<file path="src/rtl/perf_monitor.sv">
// -----------------------------------------------------------------------------
// perf_monitor
//
// Performance counter block fed by the per-cycle pipeline status of the MIPS
// core. Once a run starts it counts cycles, issued instructions, load-use
// stalls, branches, taken branches and (optionally) branch-predictor gain and
// loss events. A run ends on the halt instruction or on a cycle limit. The
// frozen counters are read back through a registered read port.
//
// Parameters:
//   WIDTH      - width of every counter and of rd_data (must be >= 4 so the
//                status word fits)
//   MAX_CYCLES - cycle limit; reaching it ends the run with timeout set
//   HALT_INST  - instruction word that ends a run
//
// Ports:
//   clk             in   clock, rising edge
//   rst             in   asynchronous active-high reset
//   start           in   one-cycle pulse, IDLE -> RUN
//   clear           in   synchronous clear of all counters/flags, -> IDLE
//   inst_IF         in   [31:0] instruction word in IF
//   hazard_detected in   pipeline stalled this cycle
//   MEM_R_EN_EXE    in   instruction in EXE is a load
//   is_branch_ID    in   instruction in ID is BEQ/BNE
//   Br_Taken_ID     in   branch in ID resolved taken
//   bp_pred_ID      in   predictor said taken for branch in ID
//   rd_addr         in   [2:0] counter select
//                        0 cycles, 1 instrs, 2 load_use, 3 branches,
//                        4 taken, 5 bp_gain, 6 bp_loss, 7 status
//   rd_data         out  [WIDTH-1:0] registered read data
//   running         out  FSM is in RUN
//   done            out  FSM is in DONE
//
// Build option:
//   PERF_BP_STATS_EN - when defined, the bp_gain/bp_loss counters exist.
//                      When undefined they are not built, bp_pred_ID is
//                      unused, addresses 5/6 read 0 and sat ignores them.
// -----------------------------------------------------------------------------
module perf_monitor #(
    parameter int unsigned WIDTH      = 32,
    parameter int unsigned MAX_CYCLES = 100000,
    parameter logic [31:0] HALT_INST  = 32'hA800FFFF
) (
    input  logic             clk,
    input  logic             rst,
    input  logic             start,
    input  logic             clear,
    input  logic [31:0]      inst_IF,
    input  logic             hazard_detected,
    input  logic             MEM_R_EN_EXE,
    input  logic             is_branch_ID,
    input  logic             Br_Taken_ID,
    input  logic             bp_pred_ID,
    input  logic [2:0]       rd_addr,
    output logic [WIDTH-1:0] rd_data,
    output logic             running,
    output logic             done
);

`ifdef PERF_BP_STATS_EN
    localparam int NUM_CNT = 7;
`else
    localparam int NUM_CNT = 5;
`endif

    typedef enum logic [1:0] {
        S_IDLE = 2'd0,
        S_RUN  = 2'd1,
        S_DONE = 2'd2
    } state_t;

    state_t state_reg, state_next;
    logic   timeout_reg, timeout_next;
    logic   sat_reg, sat_next;
    logic   running_reg, done_reg;
    logic [WIDTH-1:0] rd_data_reg, rd_data_next;

    logic [WIDTH-1:0] cnt_reg  [NUM_CNT];
    logic [WIDTH-1:0] cnt_next [NUM_CNT];

    logic [NUM_CNT-1:0] inc;
    logic [NUM_CNT-1:0] bump;
    logic [NUM_CNT-1:0] at_max;
    logic [NUM_CNT-1:0] sat_hit;

    logic is_halt;
    logic count_en;
    logic limit_hit;
    logic br;

`ifndef PERF_BP_STATS_EN
    // Predictor input has no consumer in this build.
    logic unused_bp_pred;
    assign unused_bp_pred = bp_pred_ID;
`endif

    assign is_halt  = (inst_IF == HALT_INST);
    // The halting cycle and a clearing cycle are never counted.
    assign count_en = (state_reg == S_RUN) && !is_halt && !clear;
    // Compared at 64 bits so a narrow counter can never alias the limit.
    assign limit_hit = (64'(cnt_reg[0]) == (64'(MAX_CYCLES) - 64'd1));
    assign br        = !hazard_detected && is_branch_ID;

    // Per-counter increment conditions.
    always_comb begin
        inc    = '0;
        inc[0] = 1'b1;
        inc[1] = !hazard_detected && (inst_IF != 32'd0);
        inc[2] = hazard_detected && MEM_R_EN_EXE;
        inc[3] = br;
        inc[4] = br && Br_Taken_ID;
`ifdef PERF_BP_STATS_EN
        inc[5] = br && bp_pred_ID && Br_Taken_ID;
        inc[6] = br && bp_pred_ID && !Br_Taken_ID;
`endif
    end

    // Saturating counters: an increment at all-ones holds the value and
    // raises the sticky sat flag instead of wrapping.
    generate
        for (genvar gi = 0; gi < NUM_CNT; gi++) begin : g_cnt
            assign bump[gi]     = count_en && inc[gi];
            assign at_max[gi]   = &cnt_reg[gi];
            assign sat_hit[gi]  = bump[gi] && at_max[gi];
            assign cnt_next[gi] = clear ? '0 :
                                  (bump[gi] && !at_max[gi]) ? cnt_reg[gi] + WIDTH'(1) :
                                  cnt_reg[gi];
        end
    endgenerate

    assign sat_next = clear ? 1'b0 : (sat_reg || (|sat_hit));

    // Next-state logic.
    always_comb begin
        state_next   = state_reg;
        timeout_next = timeout_reg;
        if (clear) begin
            state_next   = S_IDLE;
            timeout_next = 1'b0;
        end else begin
            case (state_reg)
                S_IDLE: begin
                    if (start) begin
                        state_next = S_RUN;
                    end
                end
                S_RUN: begin
                    // Halt takes precedence over the cycle limit.
                    if (is_halt) begin
                        state_next = S_DONE;
                    end else if (limit_hit) begin
                        state_next   = S_DONE;
                        timeout_next = 1'b1;
                    end
                end
                S_DONE: begin
                    state_next = S_DONE;
                end
                default: begin
                    state_next = S_IDLE;
                end
            endcase
        end
    end

    // Read mux works on post-update values so rd_data shows the state after
    // the edge that captured rd_addr.
    always_comb begin
        rd_data_next = '0;
        case (rd_addr)
            3'd0: rd_data_next = cnt_next[0];
            3'd1: rd_data_next = cnt_next[1];
            3'd2: rd_data_next = cnt_next[2];
            3'd3: rd_data_next = cnt_next[3];
            3'd4: rd_data_next = cnt_next[4];
`ifdef PERF_BP_STATS_EN
            3'd5: rd_data_next = cnt_next[5];
            3'd6: rd_data_next = cnt_next[6];
`endif
            3'd7: begin
                rd_data_next[3:0] = {sat_next, timeout_next,
                                     (state_next == S_DONE),
                                     (state_next == S_RUN)};
            end
            default: rd_data_next = '0;
        endcase
    end

    always_ff @(posedge clk or posedge rst) begin
        if (rst) begin
            state_reg   <= S_IDLE;
            timeout_reg <= 1'b0;
            sat_reg     <= 1'b0;
            running_reg <= 1'b0;
            done_reg    <= 1'b0;
            rd_data_reg <= '0;
            for (int i = 0; i < NUM_CNT; i++) begin
                cnt_reg[i] <= '0;
            end
        end else begin
            state_reg   <= state_next;
            timeout_reg <= timeout_next;
            sat_reg     <= sat_next;
            running_reg <= (state_next == S_RUN);
            done_reg    <= (state_next == S_DONE);
            rd_data_reg <= rd_data_next;
            for (int i = 0; i < NUM_CNT; i++) begin
                cnt_reg[i] <= cnt_next[i];
            end
        end
    end

    assign rd_data = rd_data_reg;
    assign running = running_reg;
    assign done    = done_reg;

endmodule

</file>
<file path="config.mk">
export PLATFORM = sky130hd
export DESIGN_NAME = perf_monitor
export DESIGN_NICKNAME = d
export VERILOG_FILES = /design/src/rtl/perf_monitor.sv
export SDC_FILE = /design/constraint.sdc
export NUM_CORES = 1
export LEC_CHECK = 0
export ABC_AREA = 1
export CAP_MARGIN = 0
export CORE_MARGIN = 2
export CORE_UTILIZATION = 45
export CTS_CLUSTER_SIZE = 40
export DETAILED_ROUTE_END_ITERATION = 8
export GPL_ROUTABILITY_DRIVEN = 0
export GPL_TIMING_DRIVEN = 0
export PLACE_DENSITY = 0.75
export SYNTH_ARGS = -nofsm -noshare
export SYNTH_HDL_FRONTEND = slang
export SYNTH_SLANG_ARGS = --single-unit
</file>
<file path="constraint.sdc">
create_clock -name clk -period 6.87 [get_ports clk]
set_clock_uncertainty 0.2 [all_clocks]
set_input_delay 1.0305 -clock clk [delete_from_list [all_inputs] [get_ports clk]]
set_output_delay 1.0305 -clock clk [all_outputs]
set_load 0.005 [all_outputs]
</file>
==> metrics <==
status=finished clean; adder-cell share of the synthesized area=0.00439; reg-to-reg setup timing slack=3770 ps; initial drt markers=2244; number of setup violations in the final report=0; # rows=65; die area=33100 um^2; Overflow after GRT=0; synthesized net count=2301; Area Overhead vs Synth=13.1%; final hold violation count=0; antenna violations before repair=1; Peak Freq=263 MHz; clock sink count=198; RSZ-0062 raised after global routing=no; post-layout min period=3800 ps; WL per Instance=18.9 um; Pre-antenna DRT Iters=7; Overall Global Routing Usage=0.314; Post-CTS Setup Bufs=0; Critical Path Source Type=input port; Worst Hold Path Cells=1; cell area after layout=16100 um^2; synthesized-area fraction occupied by and/or/nand/nor cells=0.459; # resized after CTS=0; footprint of the multi-input gates=7880 um^2; reg2reg end=rd_data[7]$_DFF_PP0_; FF-to-FF Start=cnt_reg[128]$_DFF_PP0_; mux contribution to synthesized area=0; final core utilization=0.514; CTS buffer count=17; CP max FO=10; Worst VDD drop=0.174 mV; CTS tree=yes; Post-Synth XOR/XNOR Area=0.0553; Initial Utilization=0.454; Max H-tree Level=4; post-synth cell types=44; fillers=3148; first-pass GRT wire length=79500 um; Die Height=182 um; ant diodes=0; vias in the first global route=14300; pin count of the biggest net entering global routing=122; Cells after Synth=2252; share of layout cells above drive strength 1=0.0479; Crit. Startpoint=clear; CORE AREA=31400 um^2; WP data arrival=3990 ps; Worst Max-Slew Pin Slew=1250 ps; Crit Path Category=in -> reg; cts hold-fix bufs=0; Slew Limit Fails=0; remaining routing DRC violations=0; FF-to-FF path depth=15; Power Density=152 nW/um^2; DR vias/cell=5.68; largest family of logic cells by synthesized area=simple AND/OR/NAND/NOR gates; sequential area share after synthesis=0.348; register bit total from synthesis=198; clk buf depth=2; Clk Latency, worst-skew pair=460 ps; max reg flops=160; Die X=182 um; synthesized area=14300 um^2; max_slew headroom=0.161; max_cap viols=0; final antenna-violating net count=0; Compound-Gate Fraction of Synth Area=0.0341; Vias=15700; CP endpoint=rd_data[2]$_DFF_PP0_; critical path required time=7060 ps; DP HPWL=40100 um; total design power=2.46 mW; Top Ports=78; IO buf count=76; Final period util=0.553; Hold Crit Class=reg -> reg; Root Driver=clkbuf_16; DRT Wirelength=52200 um; Placed Area=15600 um^2; final net count=2397; Lkg Pwr=7.53 nW; mean area per synthesized cell=6.33 um^2; final hold slack=392 ps; sequential cell area=4950 um^2; synth warn=0; clk slew on worst S/H paths=80 ps; Crit. End Element=flop
==> power breakdown <==
| part | switching [mW] | leakage, nW | total [mW] | internal, mW |
|---|---|---|---|---|
| Combinational | 0.170 | 4.51 | 0.242 | 0.0714 |
| Clock | 0.495 | 0.274 | 1.01 | 0.518 |
| Sequential | 0.0204 | 2.75 | 1.20 | 1.18 |
==> final cells by class <==
| cell class | count | share of cell area |
|---|---|---|
| multi-input cells | 1708 | 0.489 |
| flip-flops and latches | 198 | 0.307 |
| inverters | 275 | 0.0645 |
| repair buffers | 77 | 0.0489 |
| well taps | 402 | 0.0312 |
| clock buffers | 20 | 0.0277 |
| plain buffers | 71 | 0.0240 |
| clock inverters | 12 | 0.00737 |
==> metrics by stage <==
step / instances / TNS, ps / worst slack (ps)
after global placement: 2730 / -506210 / -2580
after global routing: 2763 / 0 / 3040
after CTS: 2763 / 0 / 3220
after floorplan: 2252 / 0 / 242
after detailed placement: 2731 / 0 / 2770
final: 2763 / 0 / 3070
==> how the worst min path moves through the flow <==
stage	startpoint	end	slack, ps
floorplan	timeout_reg$_DFF_PP0_	timeout_reg$_DFF_PP0_	260
global placement	cnt_reg[140]$_DFF_PP0_	cnt_reg[140]$_DFF_PP0_	370
detailed placement	cnt_reg[140]$_DFF_PP0_	cnt_reg[140]$_DFF_PP0_	370
CTS	cnt_reg[140]$_DFF_PP0_	cnt_reg[140]$_DFF_PP0_	380
global route	cnt_reg[140]$_DFF_PP0_	cnt_reg[140]$_DFF_PP0_	390
finish	cnt_reg[140]$_DFF_PP0_	cnt_reg[140]$_DFF_PP0_	390
==> synth_stat cells (all sizes together) <==
cell type	number	area, um^2
nor4	1	6.26
a31oi	1	6.26
nor3b	3	22.5
or2	3	18.8
xor2	82	718
nand2	758	2880
and2	13	81.3
nor2	396	1570
o21ai	50	254
buf	36	255
nand3b	9	71.3
clkbuf	35	131
ha	5	62.6
o21bai	3	22.5
a21boi	2	15.0
inv	274	1030
o211ai	2	20.0
xnor2	8	70.1
nor3	71	403
clkinv	1	3.75
nand4	89	569
nand3	172	883
and3	7	43.8
dfrtp	198	4950
a21oi	33	169
==> kinds of logic (layout without fill, tap and decap cells) <==
logic type / after synthesis / count (layout)
AND/OR/NAND/NOR: 1522 / 1522
buffers and inverters: 346 / 455
flip-flops: 198 / 198
AO/OA/AOI/OAI: 91 / 91
XOR/XNOR: 90 / 90
adder cells (fa/ha/maj): 5 / 5
==> metal layers <==
metal | track usage | share of wire | vias up | wire, um
met5 | 0 | 0 | - | 0
met4 | 0.200 | 0.071 | 0 | 3700
met3 | 0.0700 | 0.12 | 198 | 6480
met2 | 0.460 | 0.41 | 1042 | 21500
met1 | 0.419 | 0.39 | 7192 | 20600
li1 | - | - | 7250 | -
==> critical path, cell delays in order <==
cell and delay [ps]:
clkdlybuf4s50_1 490, inv_1 100, clkbuf_1 360, clkbuf_1 580, buf_1 670, nand2_1 250
nor2_1 250, nor2_1 140, nand2_1 90
==> layout by cell type, fill, tap and decap left out, types with 3 or more instances in the layout <==
| master | n |
|---|---|
| clkdlybuf4s50_1 | 76 |
| nor2_2 | 12 |
| nor3_2 | 5 |
| xor2_1 | 82 |
| buf_1 | 5 |
| nor3b_1 | 3 |
| and3_1 | 7 |
| buf_6 | 11 |
| and2_1 | 13 |
| inv_6 | 5 |
| clkbuf_16 | 17 |
| a21oi_1 | 32 |
| nor3_1 | 64 |
| inv_1 | 267 |
| nand3b_1 | 8 |
| or2_2 | 3 |
| ha_1 | 5 |
| nand3_1 | 169 |
| inv_2 | 6 |
| o21bai_1 | 3 |
| nor2_1 | 378 |
| nor2_4 | 5 |
| o21ai_0 | 38 |
| buf_4 | 5 |
| nand2_2 | 6 |
| xnor2_1 | 8 |
| o21ai_1 | 11 |
| dfrtp_1 | 198 |
| clkbuf_1 | 37 |
| nand4_1 | 87 |
| nand2_1 | 751 |
| buf_2 | 15 |
No activity file was read; power rests on OpenSTA's default activity.
